<file path="src/rtl/gcd_seq_pkg.sv">
`default_nettype none
// +----------------------------------------------------------------------+
// | gcd_seq_pkg: shared types and constants for the GCD job sequencer    |
// | Rev 1.0                                                              |
// +----------------------------------------------------------------------+
package gcd_seq_pkg;

  typedef enum logic [2:0] {
    IDLE = 3'd0,
    CLR  = 3'd1,
    LDA  = 3'd2,
    LDB  = 3'd3,
    RUN  = 3'd4,
    OUT  = 3'd5
  } state_t;

  localparam int DEFAULT_W              = 16;
  localparam int DEFAULT_TIMEOUT_CYCLES = 70000;

  function automatic int cnt_width(input int timeout_cycles);
    return $clog2(timeout_cycles + 1);
  endfunction

endpackage
`default_nettype wire

</file>
<file path="src/rtl/gcd_job_sequencer.sv">
`default_nettype none
// +----------------------------------------------------------------------+
// | gcd_job_sequencer: operand-pair front end for the subtractive GCD    |
// | core, with zero-operand bypass and a RUN watchdog. Rev 1.0           |
// +----------------------------------------------------------------------+
module gcd_job_sequencer
  import gcd_seq_pkg::*;
#(
  parameter int W              = DEFAULT_W,
  parameter int TIMEOUT_CYCLES = DEFAULT_TIMEOUT_CYCLES
) (
  input  logic         clk,
  input  logic         rst,
  input  logic         in_valid,
  input  logic [W-1:0] in_a,
  input  logic [W-1:0] in_b,
  output logic         in_ready,
  output logic         out_valid,
  output logic [W-1:0] out_result,
  output logic         out_err,
  input  logic         out_ready,
  output logic         core_rst,
  output logic         core_start,
  output logic [W-1:0] core_data_in,
  input  logic         core_done,
  input  logic [W-1:0] core_result
);

  localparam int            CW       = cnt_width(TIMEOUT_CYCLES);
  localparam logic [CW-1:0] CNT_LAST = CW'(TIMEOUT_CYCLES - 1);

  state_t        state;
  logic [W-1:0]  op_a;
  logic [W-1:0]  op_b;
  logic [CW-1:0] cnt;

  // The core's final state is absorbing, so every job starts with a core reset.
  assign core_rst = rst | (state == CLR);

  // Handshake flags are set alongside the state transition so they track the
  // state register without any combinational path from the inputs.
  always_ff @(posedge clk) begin
    if (rst) begin
      state        <= IDLE;
      in_ready     <= 1'b0;
      out_valid    <= 1'b0;
      out_result   <= '0;
      out_err      <= 1'b0;
      core_start   <= 1'b0;
      core_data_in <= '0;
      cnt          <= '0;
      op_a         <= '0;
      op_b         <= '0;
    end else begin
      case (state)
        IDLE: begin
          if (in_valid && in_ready) begin
            op_a     <= in_a;
            op_b     <= in_b;
            in_ready <= 1'b0;
            // Zero operands would hang the subtractive core; resolve locally.
            if (in_a == '0 || in_b == '0) begin
              out_result <= in_a | in_b;
              out_err    <= 1'b0;
              out_valid  <= 1'b1;
              state      <= OUT;
            end else begin
              state <= CLR;
            end
          end else begin
            in_ready <= 1'b1;
          end
        end
        CLR: begin
          core_start   <= 1'b1;
          core_data_in <= op_a;
          state        <= LDA;
        end
        LDA: begin
          core_start   <= 1'b0;
          core_data_in <= op_b;
          state        <= LDB;
        end
        LDB: begin
          cnt   <= '0;
          state <= RUN;
        end
        RUN: begin
          if (core_done) begin
            out_result <= core_result;
            out_err    <= 1'b0;
            out_valid  <= 1'b1;
            state      <= OUT;
          end else if (cnt == CNT_LAST) begin
            out_result <= '0;
            out_err    <= 1'b1;
            out_valid  <= 1'b1;
            state      <= OUT;
          end else begin
            cnt <= cnt + CW'(1);
          end
        end
        OUT: begin
          if (out_ready) begin
            out_valid <= 1'b0;
            in_ready  <= 1'b1;
            state     <= IDLE;
          end
        end
        default: begin
          state <= IDLE;
        end
      endcase
    end
  end

endmodule
`default_nettype wire

</file>
<file path="config.mk">
export PLATFORM = sky130hd
export DESIGN_NAME = gcd_job_sequencer
export DESIGN_NICKNAME = d
export VERILOG_FILES = /design/src/rtl/gcd_seq_pkg.sv /design/src/rtl/gcd_job_sequencer.sv
export SDC_FILE = /design/constraint.sdc
export NUM_CORES = 1
export LEC_CHECK = 0
export CORE_ASPECT_RATIO = 0.5
export CORE_MARGIN = 4
export CORE_UTILIZATION = 54
export CTS_CLUSTER_SIZE = 24
export DETAILED_ROUTE_END_ITERATION = 10
export HOLD_SLACK_MARGIN = 0.08
export PLACE_DENSITY = 0.84
export SYNTH_ARGS = -nofsm -noshare
export SYNTH_HDL_FRONTEND = slang
export SYNTH_SLANG_ARGS = --single-unit
</file>
<file path="constraint.sdc">
create_clock -name clk -period 4.99 [get_ports clk]
set_input_delay 0.998 -clock clk [delete_from_list [all_inputs] [get_ports clk]]
set_output_delay 0.998 -clock clk [all_outputs]
set_load 0.005 [all_outputs]
</file>
==> reports/metrics.yaml, run 1 <==
clocking:
  cts_resized: 0
  numCtsBuffers: 9
  cts_sinks: 88
  insertion_delay_ps: 340
  clk_pin_slew_worst_paths_ps: 60
  hold_buffers: 0
  cts_max_level: 3
  cts_tree: "built"
  post_cts_buffers: 0
  cts_buffer_depth: 2
  cts_root_buf: "clkbuf_16"
placement:
  gp_routability_congestion: 0.924
  numPortBuffers: 89
  hpwlAfterDp_um: 8110
  dp.cells: 671
  dp_slack_ps: 1680
synth:
  synthArstFlopShare_pct: 0
  synth_fa_ha_area_share_pct: 0.315
  synthCells: 526
  synth-xor-area-share_pct: 0.440
  yosysSeqAreaShare_pct: 44.3
  synthesis.nets: 580
  synth_compound_area_share_pct: 20.3
  ys_ff_latch: 88
  synth_top_family_by_area: "simple AND/OR/NAND/NOR gates"
  synthSimpleGateAreaFrac_pct: 29.1
  yosys_warnings: 0
  avgSynthCellArea_um2: 7.56
  synthMuxAreaShare_pct: 0.755
  netlist-cell-type-count: 42
  synth_edf_count: 0
  synth_area_mm2: 0.00398
  synth_flop_cell: "dfxtp_1"
drt:
  drc_errors: 0
  drtPass1Iterations: 8
  drtIter0Drc: 388
  wl_um: 11800
  wl_per_cell_um: 17.2
  vias: 4089
  ant_nets: 0
  vias_per_cell: 5.96
setup_path:
  cp-start-kind: "flop"
  required_ps: 3990
  crit_type: "flop to primary output"
  crit_buf_inv: 3
  crit_fanout: 18
  arrival_ps: 2150
  cpMaxStageDelayCell: "dfxtp_1"
  cpPeakStageDelay_ps: 630
  critical_path.top_delay_family: "buffers and inverters"
  endpoint_kind: "primary output"
  crit_chain: "inv_1, nand3_1, buf_4, nand2b_1, clkdlybuf4s50_1"
global_routing:
  grt_max_degree: 76
  grt_pass1_vias: 3668
  antenna_found_initial: 0
  gr-usage-met3_pct: 5.23
  grt.busiest_layer: "met2"
  track_usage_pct: 27.2
  grt_pass1_wl_um: 18800
  grt_overflow: 0
  use_met2_pct: 44.9
  met1_usage_pct: 36.2
sta:
  hold_viol_final: 0
  setup_viol: 0
  layout_min_cycle_time_ps: 3140
  slew_violations: 0
  slew_headroom_pct: 26.6
  finClkSkew_ps: 5.38
  rsz0062_at_grt: "no"
  clock.fmax_mhz: 318
  holdWs_ps: 452
  worst_pin_slew_ps: 1100
  timing.final.crit_share_pct: 63.0
  setup_slack_ps: 1850
  final.setup.tns_ps: 0
floorplan:
  initial_core_util_pct: 57.6
  fp.dieH_um: 68.7
  die_w_um: 129
  io_pins: 90
  die_area_mm2: 0.00889
  core_mm2: 0.00691
  rows: 21
power_and_ir_drop:
  power.total_mw: 1.89
  power_density_mw_per_mm2: 368
  ir_drop_mv: 0.264
  leakage_nw: 1.73
finish:
  most-common-layout-cells: "123 x nand2_1, 88 x dfxtp_1, 88 x clkdlybuf4s50_1"
  antennaDiodeCount: 0
  layout_commonest_cell: "nand2_1"
  nFillCells: 536
  fin_cells: 686
  fin_nets: 644
  synthToLayoutAreaGrowth_pct: 29.3
  drive_gt1_share_pct: 4.71
run_status:
  status: "completed"
flow_run:
  drv_cap: 0
hold_path:
  hold_path_class: "flop to flop"
[report_power, final]
part	internal, mW	switching (mW)	total, mW
combinational	0.172	0.248	0.420
sequential	0.768	0.0517	0.820
clock	0.388	0.265	0.653
[Yosys cell counts (all sizes together) (3+ instances only)]
cell type	count	area, um^2
dfxtp	88	1760
nor2	22	82.6
nand3	30	150
and4	4	35.0
a22oi	3	22.5
mux2i	3	30.0
clkbuf	35	133
nor4	10	62.6
or2	3	18.8
nand2	123	462
nand2b	3	18.8
a311oi	14	123
and3	6	37.5
nor3	21	105
or4	8	60.1
buf	5	31.3
nand4	6	37.5
a21oi	83	419
o31ai	7	52.6
o21ai	23	115
inv	7	26.3
[kinds of logic after synthesis]
kind of cell | after synthesis
muxes | 3
DFF | 88
xor gates and xnor gates | 2
buffers and inverters | 47
and+or+nand+nor | 246
AOI/OAI and AO/OA | 139
adders and majority gates | 1
[stage by stage]
step / area [um^2] / utilization (%)
after floorplan: 3980 / -
after global placement: 4850 / 70.2
after detailed placement: 4850 / 70.2
after CTS: 5140 / 74.4
after global routing: 5140 / 74.4
final: 5140 / 74.4
[path summary, 6_finish.rpt]
| path | start | end | slack (ps) | depth (start not counted) |
|---|---|---|---|---|
| max | state[2] | core_rst | 1850 | 5 |
| min | out_valid | out_valid | 450 | 2 |
| max reg2reg | state[2] | out_result[8] | 2230 | 6 |
| min reg2reg | out_valid | out_valid | 450 | 2 |
[flip-flops by register name, indices dropped and copies added (netlist names)]
register      count
out_valid         1
op_b             16
op_a             16
core_start        1
core_data_in     16
out_err           1
out_result       16
in_ready          1
cnt              17
state             3
[metal layers]
| metal | up-vias | share of wire, % |
|---|---|---|
| met5 | - | 0 |
| met1 | 1907 | 44 |
| met2 | 169 | 48 |
| li1 | 1997 | - |
| met4 | 0 | 1.3 |
| met3 | 16 | 6.6 |
[worst min-delay path, stage by stage, from the launching register on]
cell,delay [ps]
dfxtp_1,310
inv_1,50
a211oi_1,50
[layout make-up]
type,count,area (um^2),area share (%)
inverters,7,26.3,0.511
clock buffers,13,280,5.45
well taps,92,115,2.24
repair buffers,93,916,17.8
multi-input cells,391,2030,39.5
clock inverters,2,12.5,0.243
flip-flops and latches,88,1760,34.2
Power figures use the tool's default switching activity.
==> inputs of run 2 (changes only) <==
--- a/config.mk
+++ b/config.mk
@@ -7,11 +7,11 @@
 export LEC_CHECK = 0
 export CORE_ASPECT_RATIO = 0.5
 export CORE_MARGIN = 4
-export CORE_UTILIZATION = 54
+export CORE_UTILIZATION = 50
 export CTS_CLUSTER_SIZE = 24
 export DETAILED_ROUTE_END_ITERATION = 10
 export HOLD_SLACK_MARGIN = 0.08
-export PLACE_DENSITY = 0.84
+export PLACE_DENSITY = 0.79
 export SYNTH_ARGS = -nofsm -noshare
 export SYNTH_HDL_FRONTEND = slang
 export SYNTH_SLANG_ARGS = --single-unit
==> constraint.sdc (replaced) <==
create_clock -name clk -period 3 [get_ports clk]
set_input_delay 0.6 -clock clk [delete_from_list [all_inputs] [get_ports clk]]
set_output_delay 0.6 -clock clk [all_outputs]
set_load 0.005 [all_outputs]
==> run 2 against run 1 <==
Compared with the run above: sequential share of layout area down 0.51 points; highest routed layer unchanged; clock skew rose by 1.3 ps; critical path depth is 1 lower; hold slack better by 3.4 ps; sequential power increased by 66%; largest cell class unchanged.
==> reports/metrics.yaml, run 2 (synthesis results as in run 1) <==
setup_path:
  rr_endpoint: "cnt[12]"
  crit_fanout: 15
  crit_cells: 4
  cp-start-kind: "flop"
  cpMaxStageDelayCell: "dfxtp_1"
  r2r_cells: 6
  r2r_start: "state[2]"
  cpPeakStageDelay_ps: 620
  critical_path.top_delay_family: "buffers and inverters"
  required_ps: 2400
  crit_start: "state[2]"
  crit_buf_inv: 2
  crit_chain: "inv_1, nand3_1, nand2b_1, clkdlybuf4s50_1"
  critPathCapture: "core_rst"
  r2r_slack_ps: 700
  endpoint_kind: "primary output"
  arrival_ps: 1910
  crit_type: "flop to primary output"
drt:
  drtIter0Drc: 469
  dr_wl_met3_um: 708
  drc_errors: 0
  top_layer: "met4"
  wl_met1_um: 5300
  wl_per_cell_um: 16.9
  drtPass1Iterations: 5
  ant_nets: 0
  vias: 4078
  wl_um: 12000
  routed-wl-met2_um: 5700
  vias_per_cell: 5.75
finish:
  most-common-layout-cells: "123 x nand2_1, 88 x dfxtp_1, 88 x clkdlybuf4s50_1"
  antennaDiodeCount: 0
  layout_commonest_cell: "nand2_1"
  synthToLayoutAreaGrowth_pct: 31.3
  largest_register_ffs: 17
  fin_nets: 650
  drive_gt1_share_pct: 5.82
  regMostFlops: "cnt"
  nFillCells: 613
sta:
  final.setup.tns_ps: 0
  clock.fmax_mhz: 399
  holdWs_ps: 455
  timing.final.crit_share_pct: 83.5
  setup_slack_ps: 494
  worst_pin_slew_ps: 1050
  layout_min_cycle_time_ps: 2510
  setup_viol: 0
  rsz0062_at_grt: "no"
  hold_viol_final: 0
  slew_headroom_pct: 29.9
  finClkSkew_ps: 6.67
  slew_violations: 0
clocking:
  hold_buffers: 0
  insertion_delay_ps: 340
  cts_root_buf: "clkbuf_16"
  numCtsBuffers: 9
  cts_buffer_depth: 2
  cts_sinks: 88
  cts_resized: 0
  cts_tree: "built"
  clk_pin_slew_worst_paths_ps: 60
  post_cts_buffers: 0
  cts_max_level: 3
hold_path:
  hold_path_class: "flop to flop"
floorplan:
  die_w_um: 134
  fp.dieH_um: 71.1
  core_mm2: 0.00751
  io_pins: 90
  initial_core_util_pct: 52.9
  die_area_mm2: 0.00953
  rows: 22
run_status:
  status: "completed"
power_and_ir_drop:
  leakage_nw: 1.77
  power_density_mw_per_mm2: 618
  power.total_mw: 3.23
  ir_drop_mv: 0.470
global_routing:
  antenna_found_initial: 0
  grt_pass1_wl_um: 19000
  grt_pass1_vias: 3755
  track_usage_pct: 24.9
  grt_overflow: 0
  grt_max_degree: 53
flow_run:
  drv_cap: 0
placement:
  hpwlAfterDp_um: 8310
  dp_slack_ps: 475
  gp_routability_congestion: 0.916
  numPortBuffers: 89
==> run 2: cell types whose count changed in the layout (fill, tap and decap cells not counted) <==
cell / before / now
buf_4: 4 / 10
clkbuf_8: 4 / 1
clkinv_4: 0 / 2
bufinv_16: 0 / 1
clkinv_2: 1 / 2
clkinvlp_4: 1 / 0
inv_6: 0 / 1
==> run 2: report_power, final <==
group | total [mW] | internal [mW] | switching (mW)
combinational | 0.722 | 0.301 | 0.420
clock | 1.14 | 0.671 | 0.473
sequential | 1.36 | 1.28 | 0.0871
==> run 2: worst reg2reg max path, cell delays in order, from the launching register on <==
cell	delay, ps
dfxtp_1	620
nor3b_4	270
buf_4	350
nand2b_1	170
o21ai_1	460
nand3_1	160
mux2i_1	140
==> run 2: final cells by class <==
class / instances / area [um^2] / area share [%]
clock buffers: 10 / 239 / 4.58
clock inverters: 6 / 66.3 / 1.27
inverters: 7 / 26.3 / 0.503
multi-input cells: 391 / 2030 / 38.9
flip-flops and latches: 88 / 1760 / 33.7
well taps: 108 / 135 / 2.59
repair buffers: 99 / 961 / 18.4
==> run 2: metal layers <==
metal | vias up | GRT usage (%)
met2 | 142 | 39.6
met4 | 0 | 7.67
met5 | - | 0
met3 | 20 | 5.89
li1 | 2015 | -
met1 | 1901 | 33.8
==> run 2: through the flow <==
| stage | cells | area [um^2] | util, % |
|---|---|---|---|
| 2_1_floorplan | 526 | 3980 | - |
| 5_1_grt | 709 | 5220 | 69.5 |
| 3_5_place_dp | 693 | 4920 | 65.4 |
| 3_3_place_gp | 693 | 4920 | 65.4 |
| 4_1_cts | 709 | 5220 | 69.5 |
| 6_report | 709 | 5220 | 69.5 |
==> run 2: worst min path at each step <==
stage                  start  endpoint  slack (ps)  cells after the start
floorplan            op_b[4]   op_b[4]         440                      2
global placement     op_a[2]   op_a[2]         440                      2
detailed placement   op_b[9]   op_b[9]         450                      2
CTS                  op_a[2]   op_a[2]         460                      2
global route         op_a[2]   op_a[2]         470                      2
finish              op_a[12]  op_a[12]         460                      2
